===== config.mk =====
export PLATFORM = sky130hd
export DESIGN_NAME = caliptra_fpga_sync_apb_seq
export DESIGN_NICKNAME = d
export VERILOG_FILES = /design/src/rtl/caliptra_fpga_sync_apb_seq.sv
export SDC_FILE = /design/constraint.sdc
export NUM_CORES = 1
export LEC_CHECK = 0
export ABC_AREA = 1
export CAP_MARGIN = 20
export CORE_MARGIN = 5
export CORE_UTILIZATION = 43
export CTS_CLUSTER_DIAMETER = 50
export CTS_CLUSTER_SIZE = 12
export DETAILED_ROUTE_END_ITERATION = 8
export PLACE_DENSITY_LB_ADDON = 0.25
export SETUP_SLACK_MARGIN = 0.05
export SYNTH_ARGS = -nofsm -noshare
export SYNTH_HDL_FRONTEND = slang
export SYNTH_SLANG_ARGS = --single-unit

===== constraint.sdc =====
create_clock -name aclk -period 2.5 [get_ports aclk]
set_input_delay 0.25 -clock aclk [delete_from_list [all_inputs] [get_ports aclk]]
set_output_delay 0.25 -clock aclk [all_outputs]
set_load 0.05 [all_outputs]

===== src/rtl/caliptra_fpga_sync_apb_seq.sv =====
// APB master sequencer: one host command in, one APB transfer out, one response back.
// Optional transfer statistics ports are enabled by defining CALIPTRA_FPGA_SYNC_APB_STATS_EN.
module caliptra_fpga_sync_apb_seq #(
    parameter int ADDR_W = 32,
    parameter int DATA_W = 32,
    parameter int USER_W = 32,
    parameter int TMO_W  = 16
) (
    input  logic              aclk,
    input  logic              rstn,
    input  logic              clk_en,
    input  logic [TMO_W-1:0]  tmo_cycles,
    input  logic              cmd_valid,
    output logic              cmd_ready,
    input  logic              cmd_write,
    input  logic [ADDR_W-1:0] cmd_addr,
    input  logic [DATA_W-1:0] cmd_wdata,
    input  logic [USER_W-1:0] cmd_user,
    input  logic [2:0]        cmd_prot,
    output logic              rsp_valid,
    input  logic              rsp_ready,
    output logic [DATA_W-1:0] rsp_rdata,
    output logic              rsp_slverr,
    output logic              rsp_timeout,
    output logic              psel,
    output logic              penable,
    output logic              pwrite,
    output logic [ADDR_W-1:0] paddr,
    output logic [DATA_W-1:0] pwdata,
    output logic [2:0]        pprot,
    output logic [USER_W-1:0] pauser,
    input  logic [DATA_W-1:0] prdata,
    input  logic              pready,
    input  logic              pslverr,
    output logic              busy
`ifdef CALIPTRA_FPGA_SYNC_APB_STATS_EN
    ,
    output logic [31:0]       stat_txn,
    output logic [15:0]       stat_err,
    output logic [15:0]       stat_tmo
`endif
);

    typedef enum logic [1:0] {
        S_IDLE,
        S_SETUP,
        S_ACCESS,
        S_RESP
    } state_t;

    state_t           state;
    state_t           state_nxt;
    logic [TMO_W-1:0] tmo_cnt;
    logic [TMO_W-1:0] tmo_cnt_inc;
    logic             tmo_hit;
    logic             access_edge;
    logic             rsp_fire;

    assign cmd_ready   = (state == S_IDLE);
    assign busy        = (state != S_IDLE);
    assign access_edge = (state == S_ACCESS) && clk_en;
    assign rsp_fire    = (state == S_RESP) && rsp_ready;
    assign tmo_cnt_inc = tmo_cnt + TMO_W'(1);
    assign tmo_hit     = (tmo_cycles != '0) && (tmo_cnt_inc == tmo_cycles);

    always_comb begin
        // NOTE: default first so every path assigns state_nxt; otherwise a latch is inferred.
        state_nxt = state;
        unique case (state)
            S_IDLE:   if (cmd_valid) state_nxt = S_SETUP;
            S_SETUP:  if (clk_en) state_nxt = S_ACCESS;
            S_ACCESS: if (clk_en && (pready || tmo_hit)) state_nxt = S_RESP;
            S_RESP:   if (rsp_ready) state_nxt = S_IDLE;
            default:  state_nxt = S_IDLE;
        endcase
    end

    always_ff @(posedge aclk or negedge rstn) begin
        if (!rstn) begin
            state       <= S_IDLE;
            tmo_cnt     <= '0;
            psel        <= 1'b0;
            penable     <= 1'b0;
            pwrite      <= 1'b0;
            paddr       <= '0;
            pwdata      <= '0;
            pprot       <= '0;
            pauser      <= '0;
            rsp_valid   <= 1'b0;
            rsp_rdata   <= '0;
            rsp_slverr  <= 1'b0;
            rsp_timeout <= 1'b0;
        end else begin
            // NOTE: non-blocking assignments so every flop samples pre-edge values.
            state   <= state_nxt;
            psel    <= (state_nxt == S_SETUP) || (state_nxt == S_ACCESS);
            penable <= (state_nxt == S_ACCESS);

            if ((state == S_IDLE) && cmd_valid) begin
                pwrite <= cmd_write;
                paddr  <= cmd_addr;
                pwdata <= cmd_wdata;
                pprot  <= cmd_prot;
                pauser <= cmd_user;
            end

            if ((state == S_SETUP) && clk_en) begin
                tmo_cnt <= '0;
            end

            // pready takes priority over a timeout landing on the same enabled edge.
            if (access_edge) begin
                if (pready) begin
                    rsp_valid   <= 1'b1;
                    rsp_rdata   <= pwrite ? '0 : prdata;
                    rsp_slverr  <= pslverr;
                    rsp_timeout <= 1'b0;
                end else if (tmo_hit) begin
                    rsp_valid   <= 1'b1;
                    rsp_rdata   <= '0;
                    rsp_slverr  <= 1'b1;
                    rsp_timeout <= 1'b1;
                end else if (tmo_cnt != '1) begin
                    tmo_cnt <= tmo_cnt_inc;
                end
            end

            if (rsp_fire) begin
                rsp_valid <= 1'b0;
            end
        end
    end

`ifdef CALIPTRA_FPGA_SYNC_APB_STATS_EN
    always_ff @(posedge aclk or negedge rstn) begin
        if (!rstn) begin
            stat_txn <= '0;
            stat_err <= '0;
            stat_tmo <= '0;
        end else if (rsp_valid && rsp_ready) begin
            stat_txn <= stat_txn + 32'd1;
            if (rsp_slverr || rsp_timeout) stat_err <= stat_err + 16'd1;
            if (rsp_timeout) stat_tmo <= stat_tmo + 16'd1;
        end
    end
`endif

endmodule


== Word-level counts from Yosys, hierarchy flattened ==
Index checks and enable logic that the tools add are counted.
Storage, ports and cells
  register bits after elaboration: 155
  bits in latches: 0
  bits in writable memories: 0
  bits in read-only memories: 0
  bits of input ports: 155
  output and inout port bits: 139
  word-level logic and storage cells: 56
  memories kept: 0
Cells by class
  add/sub/neg operators: 1
  multipliers: 0
  div/mod/pow operators: 0
  magnitude comparators: 0
  eq/ne operators: 7
  shift operators: 0
  multiplexer cells: 19
  bitwise logic cells: 0
  reduce and logical (&&, ||, !) cells: 16
Operator list (count)
  $mux W32: 3
  $mux W16: 5
  $add A16 B1 Y16 const B: 1
  $eq A16 B16 Y1: 1
  $ne A16 B16 Y1 const B: 1
  $reduce_bool A16 Y1: 1
  $mux W2: 4
  $pmux W2 S4: 1
  $eq A2 B2 Y1 const B: 3
  $logic_and A1 B1 Y1: 6
  $mux W1: 6
  $reduce_bool A2 Y1: 3
  $eq A2 B1 Y1 const B: 2
  $reduce_and A2 Y1: 2
  $reduce_bool A3 Y1: 1
  $logic_not A2 Y1: 1
  $logic_or A1 B1 Y1: 2

== Logic depth before layout (Yosys ltp) ==
Gate-level depths: netlist of run 1.
  depth after elaboration: 9
  depth in mapped cells: 18
  mapped depth without buffers: 18

== Worst setup path before layout of run 1 ==
OpenSTA, ideal clock, no wires.
  kind: register to register
  start point: reg state[0]
  end point: reg psel
  setup time: 0.113 ns
  data arrival time: 2.242 ns
  data required time: 2.387 ns
  path slack: 0.145 ns
  stages on the path, launching flop included: 10
  buffers on the path: 3
  path through: dfrtp_1 -> clkbuf_1 -> nor2_1 -> nand2_1 -> clkbuf_1 -> clkbuf_1 -> nand3_1 -> inv_1 -> ha_1 -> inv_1
Between the ends
  cells in the longest elaborated chain, start to end: 4
Ends and longest elaborated chain
  start, declared: line 51  | state_t state;
  start signal, assigned: line 95  | state <= state_nxt;
  $logic_not A2 Y1 (*)
  via cmd_ready: line 14  | output logic cmd_ready,
  $pmux W2 S4 (*): line 69  | unique case (state)
  via state_nxt[0]: line 52  | state_t state_nxt;
  $eq A2 B1 Y1 / $eq A2 B2 Y1 (equally long branches): line 96  | psel <= (state_nxt == S_SETUP) || (state_nxt == S_ACCESS);
  $logic_or A1 B1 Y1 (*): line 96
  end signal, assigned: line 96
  end, declared: line 25  | output logic psel,
Mark *: on every way through the listed nets, which the timed path passes. The rest lies on a longest branch.
A chain may end at the register's enable or synchronous reset.

== Final worst setup path of run 1 ==
  start point: reg state[0]
  end point: out busy
Between the ends
  cells in the longest elaborated chain, start to end: 1
Ends and longest elaborated chain
  $reduce_bool A2 Y1: line 60  | assign busy = (state != S_IDLE);
  end, declared: line 35  | output logic busy
No other way between the ends.

==> results of run 1 <==
## cell type report
cell class	instances	area [um^2]	share of cell area, %
multi-input cells	620	2700	24.9
well taps	216	270	2.50
clock inverters	11	159	1.47
clock buffers	21	450	4.16
flip-flops and latches	155	3890	35.9
repair buffers	311	3120	28.8
inverters	63	236	2.19
## metal layers
layer / track usage, % / part of all wire, % / vias to the layer above
met1: 27.5 / 40 / 3055
li1: - / - / 3303
met4: 8.43 / 2.8 / 2
met2: 38.3 / 48 / 231
met3: 8.82 / 9.0 / 42
met5: 0 / 0.032 / -
## flip-flops by register name, indices dropped and copies added (netlist names), 2 cells and up
name,flops
paddr,32
pauser,32
pprot,3
pwdata,32
rsp_rdata,32
state,2
tmo_cnt,16
## worst min-delay path, cell delays in order
cell and delay (ns):
clkdlybuf4s50_1 0.39, nand2_1 0.06, nand2_1 0.04
## worst min path at each step
stage	startpoint	end	cells past startpoint
global placement	rstn	tmo_cnt[4]	1
floorplan	rstn	paddr[0]	0
CTS	cmd_wdata[19]	pwdata[19]	3
detailed placement	rstn	tmo_cnt[4]	1
global route	cmd_wdata[18]	pwdata[18]	3
finish	cmd_user[27]	pauser[27]	3
## synth_stat cells, drive strengths merged, types with 3 or more instances
library cell / n / area, um^2
nand2: 479 / 1810
nor3: 6 / 35.0
nand3: 34 / 175
buf: 7 / 61.3
nor2: 26 / 125
xor2: 3 / 26.3
dfrtp: 155 / 3880
nand4: 43 / 269
o21ai: 19 / 95.1
inv: 63 / 236
clkbuf: 34 / 128
## through the flow
stage | utilization, % | area [um^2]
CTS | 67.9 | 10700
floorplan | - | 6930
detailed placement | 64.0 | 10100
global route | 68.4 | 10800
finish | 68.4 | 10800
global placement | 64.0 | 10100
## power groups by stage
| stage | clock network (mW) | registers, mW | logic [mW] |
|---|---|---|---|
| final | 2.71 | 4.23 | 8.29 |
| after global routing | 2.85 | 4.37 | 8.74 |
| after detailed placement | 0 | 4.21 | 8.36 |
| after global placement | 0 | 4.20 | 8.27 |
| after floorplan | 0 | 7.76 | 1.66 |
| after CTS | 2.76 | 4.22 | 8.37 |
## cell usage in the layout (no fill, tap or decap), drive strengths merged, types with 2 or more instances in the layout
master         netlist  routed
or2                  2       2
nand4               43      43
nor2                26      26
buf                  7      18
clkinvlp             0       2
bufinv               0       3
clkdlybuf4s50        0     291
inv                 63      67
ha                   2       2
nand3               34      34
o21ai               19      19
nand2              479     479
dfrtp              155     155
clkbuf              34      21
clkinv               0       2
nor3                 6       6
xor2                 3       3
## cell families after synthesis
kind of cell	synth area share [%]
buffers and inverters	6.14
flip-flops	56.0
AND/OR/NAND/NOR	35.3
AO/OA/AOI/OAI	1.72
adder cells (fa/ha/maj)	0.361
XOR/XNOR	0.506
## timing repair
| item | 4_1_cts | 5_1_grt |
|---|---|---|
| resized for setup | 1 | 21 |
| endpoints found under the hold margin | 64 | 0 |
| buffers inserted | 0 | 1 |
| hold buffers | 1 | 0 |
| endpoints found under the setup margin | 1 | 50 |
| pin swaps | 0 | 3 |
==> results.cfg, run 1 <==
[clock_tree]
cts_root_buf = clkbuf_16
clock_path_buffers = 2
numCtsBuffers = 17
clkLatencyLatePin_ns = 0.43
clkTransAtPathRegs_ns = 0.07
cts_max_level = 4
cts_tree = built
cts.sinks = 155

[timing]
hold_violations = 0
pins_over_their_slew_limit = 0
final_clock_period_utilization_by_the_worst_path_pct = 92.9
worst_slack_ns = 0.178
clock.fmax_mhz = 431
fin_worst_skew_ns = 0.0124
maxSlewHeadroom_pct = 56.1
finalCriticalPeriod_ns = 2.32
worstMarginPinSlew_ns = 0.658
totalNegativeSetupSlack_ns = 0
setup_violations = 0
rsz0062_at_grt = no
final.hold.worst_slack_ns = 0.352

[placement]
placed_cells_incl_taps = 1363
port_buffer_count = 293
gp_routability_congestion = 0.886
hpwl_after_detailed_placement_mm = 15.6
dpl_worst_slack_ns = 0.118

[global_route]
grt-ovfl-total = 0
grt_first_pass_wirelength_mm = 33.8
grt_start_max_net_pins = 100
grtUsageTotal_pct = 23.2
antenna_violations_before_repair = 1
first_global_vias = 6533

[detailed_routing]
post_drt_via_cell_ratio = 4.75
drt_iter0_drc = 359
wirelength_mm = 21.9
dr.pass1.iters = 5
route.antenna.remaining_nets = 0
drc_errors = 0
vias = 6633
wire_per_inst_um = 15.7

[power_and_ir_drop]
seq_power_share_pct = 27.8
vdd_drop_max_mv = 1.06
power.static_leakage_nw = 5.29
power_report.internal_total_mw = 7.80
power_switching_mw = 7.43
clkPwrFrac_pct = 17.8
netSwitchingFraction_pct = 48.8
report.power.total_mw = 15.2
power.combinational.fraction_pct = 54.4
power_density_nw_per_um2 = 1410

[logic_synthesis]
mappedNetlistArea_um2 = 6930
postSynth.asyncResetShare_pct = 100
yosysSeqAreaShare_pct = 56.0
synth.lib_cells_used.distinct = 29
synth_flop_cell = dfrtp_1
avg_synthesized_cell_area_um2 = 7.88
synthesis.nets = 1036
ys_ff_latch = 155
yosysWarningCount = 0
synth_cells = 879
synth_edf_count = 0

[worst_setup_path]
worst_ep_required_time_ns = 2.25
r2r_slack_ns = 0.25
worst-r2r-cell-count = 18
rr_startpoint = tmo_cnt[0]
critPathCapture = busy
cp_data_arrival_time_ns = 2.07
cpPeakStageDelay_ns = 0.74
worstSetupPathType = reg2out
path_max_fanout = 8
critical-path-slowest-cell = clkdlybuf4s50_1
cp.buffers_inverters = 2
worstSetupEndpointType = output port
r2r_endpoint = psel
crit_chain = nor2_1 > inv_1 > clkdlybuf4s50_1
top_delay_family_on_crit_path = buffers and inverters
critical_path_cell_count = 3
critical_path.startpoint_type = register
worstSetupStartpoint = state[0]

[flow_run]
drv_cap = 0

[die]
design.portCount = 294
dieHeight_um = 137
fp.coreArea_um2 = 15800
total_die_area_um2 = 18700
die_w_um = 137
row_count = 46
start_util_pct = 43.8

[finish]
finish.net_count = 1325
areaGrowthSynthToFinish_pct = 56.2
stdcell_count = 1397
post_route_cells_drive_above_1_share_pct = 6.77
n_antenna_cell = 0
filler_cell_count = 1284

[hold_path]
hp-class = in2reg

[status]
outcome = complete, no violations
Power figures use the tool's default switching activity.
==> run 2: changes to the inputs <==
--- a/config.mk
+++ b/config.mk
@@ -13,7 +13,6 @@
 export CTS_CLUSTER_SIZE = 12
 export DETAILED_ROUTE_END_ITERATION = 8
 export PLACE_DENSITY_LB_ADDON = 0.25
-export SETUP_SLACK_MARGIN = 0.05
 export SYNTH_ARGS = -nofsm -noshare
 export SYNTH_HDL_FRONTEND = slang
 export SYNTH_SLANG_ARGS = --single-unit
==> constraint.sdc (replaced) <==
create_clock -name aclk -period 2.6 [get_ports aclk]
set_input_delay 0.26 -clock aclk [delete_from_list [all_inputs] [get_ports aclk]]
set_output_delay 0.26 -clock aclk [all_outputs]
set_load 0.05 [all_outputs]
==> results.cfg, run 2 (synthesized netlist as in run 1, its figures left out) <==
[timing]
maxSlewHeadroom_pct = 59.9
pins_over_their_slew_limit = 0
final_clock_period_utilization_by_the_worst_path_pct = 93.4
setup_violations = 0
clock.fmax_mhz = 412
totalNegativeSetupSlack_ns = 0
worstMarginPinSlew_ns = 0.599
hold_violations = 0
rsz0062_at_grt = no
finalCriticalPeriod_ns = 2.43
fin_worst_skew_ns = 0.00885

[clock_tree]
clock_path_buffers = 2
cts_tree = built
numCtsBuffers = 17
cts_max_level = 4
clkLatencyLatePin_ns = 0.42
cts.sinks = 155
cts_root_buf = clkbuf_16
clkTransAtPathRegs_ns = 0.06

[detailed_routing]
route.antenna.remaining_nets = 0
drc_errors = 0
post_drt_via_cell_ratio = 4.79
vias = 6678
drt_iter0_drc = 365
dr.pass1.iters = 5
wirelength_mm = 21.7
wire_per_inst_um = 15.6

[hold_path]
min_to = pauser[24]
hold_depth = 3
hp-class = in2reg
worst_hold_startpoint = cmd_user[24]

[worst_setup_path]
worstSetupEndpointType = output port
r2r_endpoint = psel
worstSetupPathType = reg2out
rr_startpoint = tmo_cnt[0]
path_max_fanout = 8
worst_ep_required_time_ns = 2.34
worst-r2r-cell-count = 15
r2r_slack_ns = 0.24
cp_data_arrival_time_ns = 2.17
critical_path.startpoint_type = register

[placement]
hpwl_after_detailed_placement_mm = 15.6
port_buffer_count = 293
gp_routability_congestion = 0.906
placedInstanceArea_um2 = 10100

[status]
outcome = complete, no violations

[finish]
mostFrequentLayoutCells = 474 x nand2_1, 292 x clkdlybuf4s50_1, 155 x dfrtp_1, 61 x inv_1, 43 x nand4_1
layout_commonest_cell = nand2_1
finish.utilization_pct = 68.0
stdcell_area_um2 = 10800
finish.net_count = 1324
n_antenna_cell = 0
post_route_cells_drive_above_1_share_pct = 5.51
areaGrowthSynthToFinish_pct = 55.4

[die]
start_util_pct = 43.8
fp.coreArea_um2 = 15800
design.portCount = 294
die_w_um = 137
row_count = 46
dieHeight_um = 137
total_die_area_um2 = 18700

[power_and_ir_drop]
power_density_nw_per_um2 = 1360
report.power.total_mw = 14.7
power.static_leakage_nw = 5.30
vdd_drop_max_mv = 0.921

[global_route]
grt-ovfl-total = 0
grt_first_pass_wirelength_mm = 33.9
grtUsageTotal_pct = 23.3
grt_start_max_net_pins = 102
first_global_vias = 6597
antenna_violations_before_repair = 1

[flow_run]
drv_cap = 0
==> run 2: worst max-delay path, stage by stage (launching register included) <==
cell             delay, ns
dfrtp_1               0.48
nor2_1                0.35
clkdlybuf4s50_1       0.91
==> run 2: final cells by class <==
| class | instances | area [um^2] |
|---|---|---|
| tap | 216 | 270 |
| inverter | 63 | 236 |
| multi-input combinational | 620 | 2640 |
| sequential | 155 | 3880 |
| timing repair buffer | 310 | 3110 |
| clock inverter | 10 | 164 |
| clock buffer | 21 | 460 |
| fill | 1305 | 5060 |
==> run 2: worst max path at each step <==
stage               start  depth (start not counted)        end
2_1_floorplan    state[0]                          9       psel
3_3_place_gp   tmo_cnt[0]                         18       psel
3_5_place_dp   tmo_cnt[0]                         15       psel
4_1_cts          state[0]                          2  cmd_ready
5_1_grt        tmo_cnt[0]                         15       psel
6_report         state[0]                          2  cmd_ready
==> run 2: through the flow <==
stage	worst slack, ns	hold slack [ns]	instances
after CTS	0.139	0.351	1395
after detailed placement	0.241	0.289	1363
final	0.172	0.365	1395
after floorplan	0.245	-0.0356	879
after global placement	0.303	0.285	1363
after global routing	0.00469	0.351	1395
==> run 2: metal layers <==
| layer | track usage, % | part of all wire [%] | wire [um] |
|---|---|---|---|
| met5 | 0 | 0.060 | 13 |
| met4 | 9.31 | 3.1 | 663 |
| met3 | 10.4 | 10 | 2170 |
| met2 | 37.5 | 49 | 10600 |
| met1 | 27.2 | 38 | 8310 |
==> run 2: what timing repair did <==
action | in CTS | in global routing
setup buffers | 0 | 0
gates resized for setup | 0 | 2
hold endpoints to repair | 56 | 0
hold buffers | 1 | 0
setup endpoints to repair | 0 | 1
==> run 2: power breakdown <==
part	internal (mW)	switching (mW)
registers	3.45	0.606
clock network	1.66	0.984
logic	2.50	5.48
total	7.60	7.07
